File: src/rtl/mem_read_arbiter_pkg.sv
// Shared constants for the graph-memory read arbiter: default widths,
// client count, timeout limit, FSM encodings and the pointer-width helper.
package mem_read_arbiter_pkg;

    localparam int DEFAULT_NUM_MEM_CLIENTS = 3;
    localparam int DEFAULT_MADDR_WIDTH     = 16;
    localparam int DEFAULT_MDATA_WIDTH     = 16;
    localparam int DEFAULT_MEM_TIMEOUT     = 255;

    typedef enum logic [1:0] {
        MEMARB_IDLE    = 2'd0,
        MEMARB_ISSUE   = 2'd1,
        MEMARB_WAIT    = 2'd2,
        MEMARB_RESPOND = 2'd3
    } memarb_state_t;

    // Width of a client index; never narrower than one bit.
    function automatic int ptr_width(input int n);
        return (n > 1) ? $clog2(n) : 1;
    endfunction

endpackage

File: src/rtl/mem_read_arbiter_rr_priority_picker.sv
// Round-robin priority picker: returns the first requesting client at or
// after rr_ptr, wrapping past the last client back to client 0.
module rr_priority_picker
    import mem_read_arbiter_pkg::*;
#(
    parameter int NUM_CLIENTS = DEFAULT_NUM_MEM_CLIENTS,
    parameter int PTR_W       = ptr_width(NUM_CLIENTS)
) (
    input  logic [NUM_CLIENTS-1:0] req,
    input  logic [PTR_W-1:0]       rr_ptr,
    output logic [PTR_W-1:0]       grant,
    output logic                   any_req
);

    // Two descending scans: the wrapped-around side (below rr_ptr) first, then
    // the side at/after rr_ptr, so the lowest index at/after rr_ptr wins last.
    always_comb begin
        grant   = '0;
        any_req = 1'b0;
        for (int i = NUM_CLIENTS - 1; i >= 0; i--) begin
            if (req[i] && (i < int'(rr_ptr))) begin
                grant   = PTR_W'(i);
                any_req = 1'b1;
            end
        end
        for (int i = NUM_CLIENTS - 1; i >= 0; i--) begin
            if (req[i] && (i >= int'(rr_ptr))) begin
                grant   = PTR_W'(i);
                any_req = 1'b1;
            end
        end
    end

endmodule

File: src/rtl/mem_read_arbiter.sv
// Round-robin arbiter sharing the single graph-memory read port among
// NUM_CLIENTS requesters, one outstanding read at a time. Every output is a
// register; nothing is tri-stated.
// Optional feature: define MEM_ARB_TIMEOUT_EN to bound the WAIT state to
// TIMEOUT_CYCLES cycles; on expiry the client gets all-ones data and the
// sticky timeout_flag is raised.
module mem_read_arbiter
    import mem_read_arbiter_pkg::*;
#(
    parameter int NUM_CLIENTS    = DEFAULT_NUM_MEM_CLIENTS,
    parameter int MADDR_WIDTH    = DEFAULT_MADDR_WIDTH,
    parameter int MDATA_WIDTH    = DEFAULT_MDATA_WIDTH,
    parameter int TIMEOUT_CYCLES = DEFAULT_MEM_TIMEOUT
) (
    input  logic                               clock,
    input  logic                               reset,
    input  logic [NUM_CLIENTS-1:0]             client_read_enable,
    input  logic [NUM_CLIENTS*MADDR_WIDTH-1:0] client_addr,
    output logic [NUM_CLIENTS-1:0]             client_ready,
    output logic [MDATA_WIDTH-1:0]             client_data,
    output logic [MADDR_WIDTH-1:0]             mem_addr,
    output logic                               mem_read_enable,
    input  logic [MDATA_WIDTH-1:0]             mem_data,
    input  logic                               mem_read_ready,
    output logic                               timeout_flag
);

    localparam int PTR_W = ptr_width(NUM_CLIENTS);

    memarb_state_t          state;
    logic [PTR_W-1:0]       rr_ptr;
    logic [PTR_W-1:0]       grant_q;
    logic [PTR_W-1:0]       pick;
    logic                   any_req;
    logic [MADDR_WIDTH-1:0] addr_sel;
    logic [NUM_CLIENTS-1:0] grant_onehot;
    logic [PTR_W-1:0]       rr_next;

`ifdef MEM_ARB_TIMEOUT_EN
    localparam int TO_W = ($clog2(TIMEOUT_CYCLES + 1) > 8) ? $clog2(TIMEOUT_CYCLES + 1) : 8;
    logic [TO_W-1:0] wait_cnt;
    logic            timeout_q;
`endif

    rr_priority_picker #(
        .NUM_CLIENTS (NUM_CLIENTS),
        .PTR_W       (PTR_W)
    ) u_picker (
        .req     (client_read_enable),
        .rr_ptr  (rr_ptr),
        .grant   (pick),
        .any_req (any_req)
    );

    assign addr_sel     = client_addr[int'(pick)*MADDR_WIDTH +: MADDR_WIDTH];
    assign grant_onehot = NUM_CLIENTS'(1) << grant_q;
    // Explicit wrap so non-power-of-two client counts never reach an unused index.
    assign rr_next      = (int'(grant_q) == NUM_CLIENTS - 1) ? '0 : grant_q + PTR_W'(1);

    // Arbitration FSM; all port outputs are driven from these registers.
    always_ff @(posedge clock) begin
        if (reset) begin
            state           <= MEMARB_IDLE;
            rr_ptr          <= '0;
            grant_q         <= '0;
            client_ready    <= '0;
            client_data     <= '0;
            mem_addr        <= '0;
            mem_read_enable <= 1'b0;
`ifdef MEM_ARB_TIMEOUT_EN
            wait_cnt        <= '0;
            timeout_q       <= 1'b0;
`endif
        end else begin
            // Strobes are single-cycle unless re-armed below.
            client_ready    <= '0;
            mem_read_enable <= 1'b0;
            case (state)
                MEMARB_IDLE: begin
                    if (any_req) begin
                        grant_q         <= pick;
                        mem_addr        <= addr_sel;
                        mem_read_enable <= 1'b1;
                        state           <= MEMARB_ISSUE;
                    end
                end
                MEMARB_ISSUE: begin
`ifdef MEM_ARB_TIMEOUT_EN
                    wait_cnt <= '0;
`endif
                    state <= MEMARB_WAIT;
                end
                MEMARB_WAIT: begin
                    if (mem_read_ready) begin
                        client_data  <= mem_data;
                        client_ready <= grant_onehot;
                        state        <= MEMARB_RESPOND;
                    end
`ifdef MEM_ARB_TIMEOUT_EN
                    else if (wait_cnt == TO_W'(TIMEOUT_CYCLES - 1)) begin
                        client_data  <= '1;
                        client_ready <= grant_onehot;
                        timeout_q    <= 1'b1;
                        state        <= MEMARB_RESPOND;
                    end else begin
                        wait_cnt <= wait_cnt + TO_W'(1);
                    end
`endif
                end
                MEMARB_RESPOND: begin
                    rr_ptr <= rr_next;
                    state  <= MEMARB_IDLE;
                end
                default: state <= MEMARB_IDLE;
            endcase
        end
    end

`ifdef MEM_ARB_TIMEOUT_EN
    assign timeout_flag = timeout_q;
`else
    assign timeout_flag = 1'b0;
`endif

endmodule

File: config.mk
export PLATFORM = sky130hd
export DESIGN_NAME = mem_read_arbiter
export DESIGN_NICKNAME = d
export VERILOG_FILES = /design/src/rtl/mem_read_arbiter_pkg.sv /design/src/rtl/mem_read_arbiter_rr_priority_picker.sv /design/src/rtl/mem_read_arbiter.sv
export SDC_FILE = /design/constraint.sdc
export NUM_CORES = 1
export LEC_CHECK = 0
export CELL_PAD_IN_SITES_DETAIL_PLACEMENT = 0
export CELL_PAD_IN_SITES_GLOBAL_PLACEMENT = 1
export CORE_MARGIN = 2
export CORE_UTILIZATION = 30
export CTS_CLUSTER_DIAMETER = 50
export CTS_CLUSTER_SIZE = 40
export DETAILED_ROUTE_END_ITERATION = 8
export PLACE_DENSITY = 0.95
export SETUP_SLACK_MARGIN = 0.05
export SLEW_MARGIN = 20
export SYNTH_ARGS = -nofsm -noshare
export SYNTH_HDL_FRONTEND = slang
export SYNTH_SLANG_ARGS = --single-unit
File: constraint.sdc
create_clock -name clock -period 3.8 [get_ports clock]
set_input_delay 0.76 -clock clock [delete_from_list [all_inputs] [get_ports clock]]
set_output_delay 0.76 -clock clock [all_outputs]
set_load 0.01 [all_outputs]
# Yosys cells after proc, flatten, opt, wreduce, memory -nomap -nowiden
# Cells that the tools add are included.
dict set report totals {
  output_inout_bits 37
  regBits 42
}
dict set report classes {
  reduce_logical 12
  order_cmp 6
  bitwise 3
  shifts 2
  eq_ne 6
  muxes 17
  addsub 1
}
# op count
set op_table {}
lappend op_table {{48-bit by 7-bit variable part select with 16-bit output} 1}
lappend op_table {{2-bit two-way mux} 9}
lappend op_table {{2-bit case mux with 4 select lines} 1}
lappend op_table {{1-bit two-way mux} 7}
lappend op_table {{2-bit == test, second input constant} 3}
lappend op_table {{1-bit logical AND} 6}
lappend op_table {{2-bit AND reduction} 3}
lappend op_table {{1-bit by 2-bit >= comparator with 1-bit output, first input constant} 2}
lappend op_table {{1-bit by 2-bit less-than comparator with 1-bit output, first input constant} 2}
lappend op_table {{2-bit inequality test, second input constant} 2}
lappend op_table {{1-bit inverter} 3}
lappend op_table {{3-bit OR reduction} 1}
lappend op_table {{1-bit by 2-bit << shifter with 3-bit output, first input constant} 1}
lappend op_table {{2-bit by 1-bit adder with 2-bit output, second input constant} 1}
lappend op_table {{2-bit by 1-bit == test with 1-bit output, second input constant} 1}
lappend op_table {{2-bit >= comparator, first input constant} 1}
lappend op_table {{2-bit zero test} 1}
lappend op_table {{2-bit less-than comparator, first input constant} 1}
lappend op_table {{2-bit OR reduction} 1}

# Logic depth before layout (Yosys ltp)
dict set report depth {
  ltp_word 10
  ltp_mapped 7
  mapped_depth_nobuf 6
}

# Hierarchy
# From an unflattened synthesis, not the netlist that was laid out.
dict set report hier_totals {
  hier_cells 212
  hier_area_um2 1880.6
}
# mod area_each_um2 instances cells_per_inst
set modules_own_cells {}
lappend modules_own_cells {mem_read_arbiter 1830.5 1 201}
lappend modules_own_cells {rr_priority_picker 50.0 1 11}

# Worst setup path after synthesis
# OpenSTA, ideal clock, no wires.
dict set report synth_timing {
  path_kind {input to register}
  from {input client_read_enable[0]}
  to {register mem_addr[10]}
  setup_ps 122
  required_ps 3678
  t_arrival_ps 1841
  cell_stages 6
  slack_ps 1837
  cell_sequence {buf_2 -> clkbuf_1 -> or2b_1 -> a21oi_1 -> nor4_1 -> a221o_1}
}
dict set report synth_between {
  elab_chain_len 6
  elab_cells_between_ends 12
  classes_between {shift (1); mux (8); reduce/logical (3)}
}
# item line_no
set synth_lines {}
lappend synth_lines {{start, declared} mem_read_arbiter.sv:17} ;# input logic [NUM_CLIENTS-1:0] client_read_enable,
lappend synth_lines {{1-bit logical AND} mem_read_arbiter_rr_priority_picker.sv:21} ;# if (req[i] && (i < int'(rr_ptr))) begin
lappend synth_lines {{2-bit two-way mux or 1-bit two-way mux (tied branches)} mem_read_arbiter_rr_priority_picker.sv:21}
lappend synth_lines {{2-bit two-way mux or 1-bit two-way mux (tied branches) (3 in a row)} mem_read_arbiter_rr_priority_picker.sv:27} ;# if (req[i] && (i >= int'(rr_ptr))) begin
lappend synth_lines {{48-bit by 7-bit variable part select with 16-bit output or 2-bit AND reduction (tied branches)} --}
lappend synth_lines {{end signal, assigned} mem_read_arbiter.sv:82} ;# mem_addr <= addr_sel;
lappend synth_lines {{end, declared} mem_read_arbiter.sv:21} ;# output logic [MADDR_WIDTH-1:0] mem_addr,
# Parallel ways exist; a longest one is shown, timed or not.
# A chain may end at the register's enable or synchronous reset.

# Worst setup path in the final report
dict set report layout_timing {
  from {input client_read_enable[0]}
  to {register mem_addr[14]}
}
# Same word-level chain as after synthesis.

==> results.toml <==
[run_status]
status = "finished, final reports clean"

[hold_path]
hp-class = "flip-flop to flip-flop"

[timing]
post-route-period-util_pct = 72.4
fin_worst_skew_ns = 0.00615
worst_slew_pin_slew_ns = 0.770
maxSlewHeadroom_pct = 48.4
hold_viol = 0
setup_slack_ns = 1.05
max_freq_mhz = 364
final_max_slew_viol_count = 0
fin_hold_ws_ns = 0.459
setup_tns_ns = 0
setup_viol = 0
rsz0062_at_grt = "false"
fin_crit_ns = 2.75

[placed_design]
dp.cells = 422
place_hpwl_mm = 4.32
place.gp.congestion = 0.776
place_ws_ns = 0.819
io_buffers = 105

[route]
wl_per_cell_um = 14.1
drtIter0Drc = 83
totalWireLength_mm = 6.08
viasPerCell = 5.13
drtPass1Iterations = 4
vias = 2208
drc_errors = 0
ant_nets = 0

[global_route]
grtUsageTotal_pct = 15.6
grt_max_degree = 28
grt_pass1_vias = 2112
grt.overflow.total = 0
grt_antenna_before_repair = 0
grt_pass1_wl_mm = 9.53

[worst_setup_path]
crit_buf_inv = 1
path_max_fanout = 22
cp_slowest_cell = "clkdlybuf4s50_1"
crit_arrival_ns = 2.99
cp-start-kind = "primary input"
critPathKind = "primary input to flip-flop"
path_cells = "clkdlybuf4s50_1 -> a21boi_2 -> nor2_1 -> nor4_1 -> a221o_1"
cp-end-kind = "flip-flop"
max_stage_delay_ns = 0.80
critPathTopFamily = "compound AO/OA/AOI/OAI gates"
worstPathRequired_ns = 4.04

[yosys]
synth_ff_type = "dfxtp_1"
yosys.area_share.simple_pct = 29.8
synth_area_um2 = 2070
synth_top_family_by_area = "simple AND/OR/NAND/NOR gates"
ys_warn_count = 0
synthAdderAreaFrac_pct = 2.42
synth.ff_latch_count = 42
synth_xor_area_share_pct = 0
synth_compound_area_share_pct = 20.5
postSynthCellCount = 254
synth_nets = 328
synthArstFlopShare_pct = 0
ys_types = 31
synth_seq_area_share_pct = 40.6
synthMuxAreaShare_pct = 0.967
post_synth.cell_area_avg_um2 = 8.15
synth_edf_count = 0

[floorplan]
design.die.area_um2 = 7580
rows = 30
die_w_um = 87.1
start_util_pct = 30.8
pin_count = 107
core_um2 = 6720
die_h_um = 87.1

[clock_tree]
numCtsBuffers = 5
clock_path_buffers = 2
clk_pin_slew_ns = 0.08
ctsHoldBuffers = 0
cts_resized = 0
cts_root_buffer = "clkbuf_8"
cts_setup_buffers = 0
cts_tree = "done"
h-tree-depth = 2
clk-insertion-delay-late_ns = 0.29
cts.sinks = 42

[cells_and_area]
nets = 423
fin_cells = 430
area_delta_synth_final_pct = 56.3
drive_above_1_share_pct = 4.29
n_antenna_cell = 0
fillCellCount = 636

[power]
peakVddDrop_uv = 196
p_leak_nw = 1.16
total_power_mw = 1.46
power_per_cell_area_nw_per_um2 = 450

[job]
drv_cap = 0
==> stage by stage <==
step / instance area (um^2) / util (%)
after detailed placement: 3140 / 46.7
after floorplan: 2070 / -
final: 3240 / 48.2
after global placement: 3140 / 46.7
after CTS: 3240 / 48.2
after global routing: 3240 / 48.2
==> metal layers <==
| metal | up-vias | share of wire [%] | wire length [um] | GRT usage (%) |
|---|---|---|---|---|
| met5 | - | 0 | 0 | 0 |
| met4 | 0 | 0.46 | 28 | 2.98 |
| met3 | 5 | 8.4 | 508 | 4.83 |
| met2 | 83 | 47 | 2880 | 27.8 |
| met1 | 1022 | 44 | 2650 | 18.4 |
| li1 | 1098 | - | - | - |
==> worst min-delay path, cell delays in order, from the launching register on <==
cell,delay (ns)
dfxtp_1,0.31
nand2_1,0.05
a21oi_1,0.05
==> cells by family after synthesis <==
kind of cell | count (synthesis)
AND/OR/NAND/NOR | 122
AO/OA/AOI/OAI | 60
flip-flops | 42
buffers and inverters | 23
adder cells (fa/ha/maj) | 4
multiplexers | 2
other | 1
==> path summary, 6_finish.rpt <==
path	from	to	slack [ns]	cells past startpoint
worst max-delay path	client_read_enable[0]	mem_addr[14]	1.05	5
worst min-delay path	client_data[1]	client_data[1]	0.46	2
worst max register to register	rr_ptr[0]	mem_addr[14]	1.53	4
worst min register to register	client_data[1]	client_data[1]	0.46	2
==> sequential cells by signal (all words and copies together), names as in the netlist <==
name             cells
grant_q              2
mem_read_enable      1
client_ready         3
mem_addr            16
state                2
client_data         16
rr_ptr               2
==> cell usage in the layout (no fill, tap or decap), drive strengths merged, types with 3 or more instances in the layout <==
master and count:
nor4 17, or2b 6, clkbuf 6, a21oi 36, dfxtp 42, nor2b 5, clkdlybuf4s50 105, inv 3
nand2 35, a221o 16, ha 4, nor2 22, nor3 18, buf 3, nand2b 13
==> power by group <==
group | switching, mW | leakage [nW] | internal, mW
Combinational | 0.247 | 0.766 | 0.312
Clock | 0.159 | 0.0472 | 0.146
Sequential | 0.0633 | 0.343 | 0.528
Total | 0.469 | 1.16 | 0.986
==> cell usage after synthesis, types with 3 or more instances <==
cell | count | area [um^2]
inv_1 | 3 | 11.3
nand2b_1 | 13 | 81.3
nor2b_1 | 5 | 31.3
dfxtp_1 | 42 | 841
ha_1 | 4 | 50.1
a221o_1 | 16 | 160
nand2_1 | 35 | 131
or2b_1 | 6 | 45.0
clkbuf_1 | 9 | 33.8
buf_2 | 5 | 25.0
nor2_1 | 22 | 82.6
nor3_1 | 18 | 90.1
a21oi_1 | 36 | 180
nor4_1 | 17 | 106
==> area by class of cell <==
class / instances / area [um^2] / share of cell area, %
multi-input combinational: 189 / 1110 / 34.5
clock inverter: 2 / 12.5 / 0.387
sequential: 42 / 841 / 26.0
clock buffer: 6 / 82.6 / 2.55
tap: 80 / 100 / 3.09
inverter: 3 / 11.3 / 0.348
timing repair buffer: 108 / 1070 / 33.2
(Power assumes the default switching activity.)
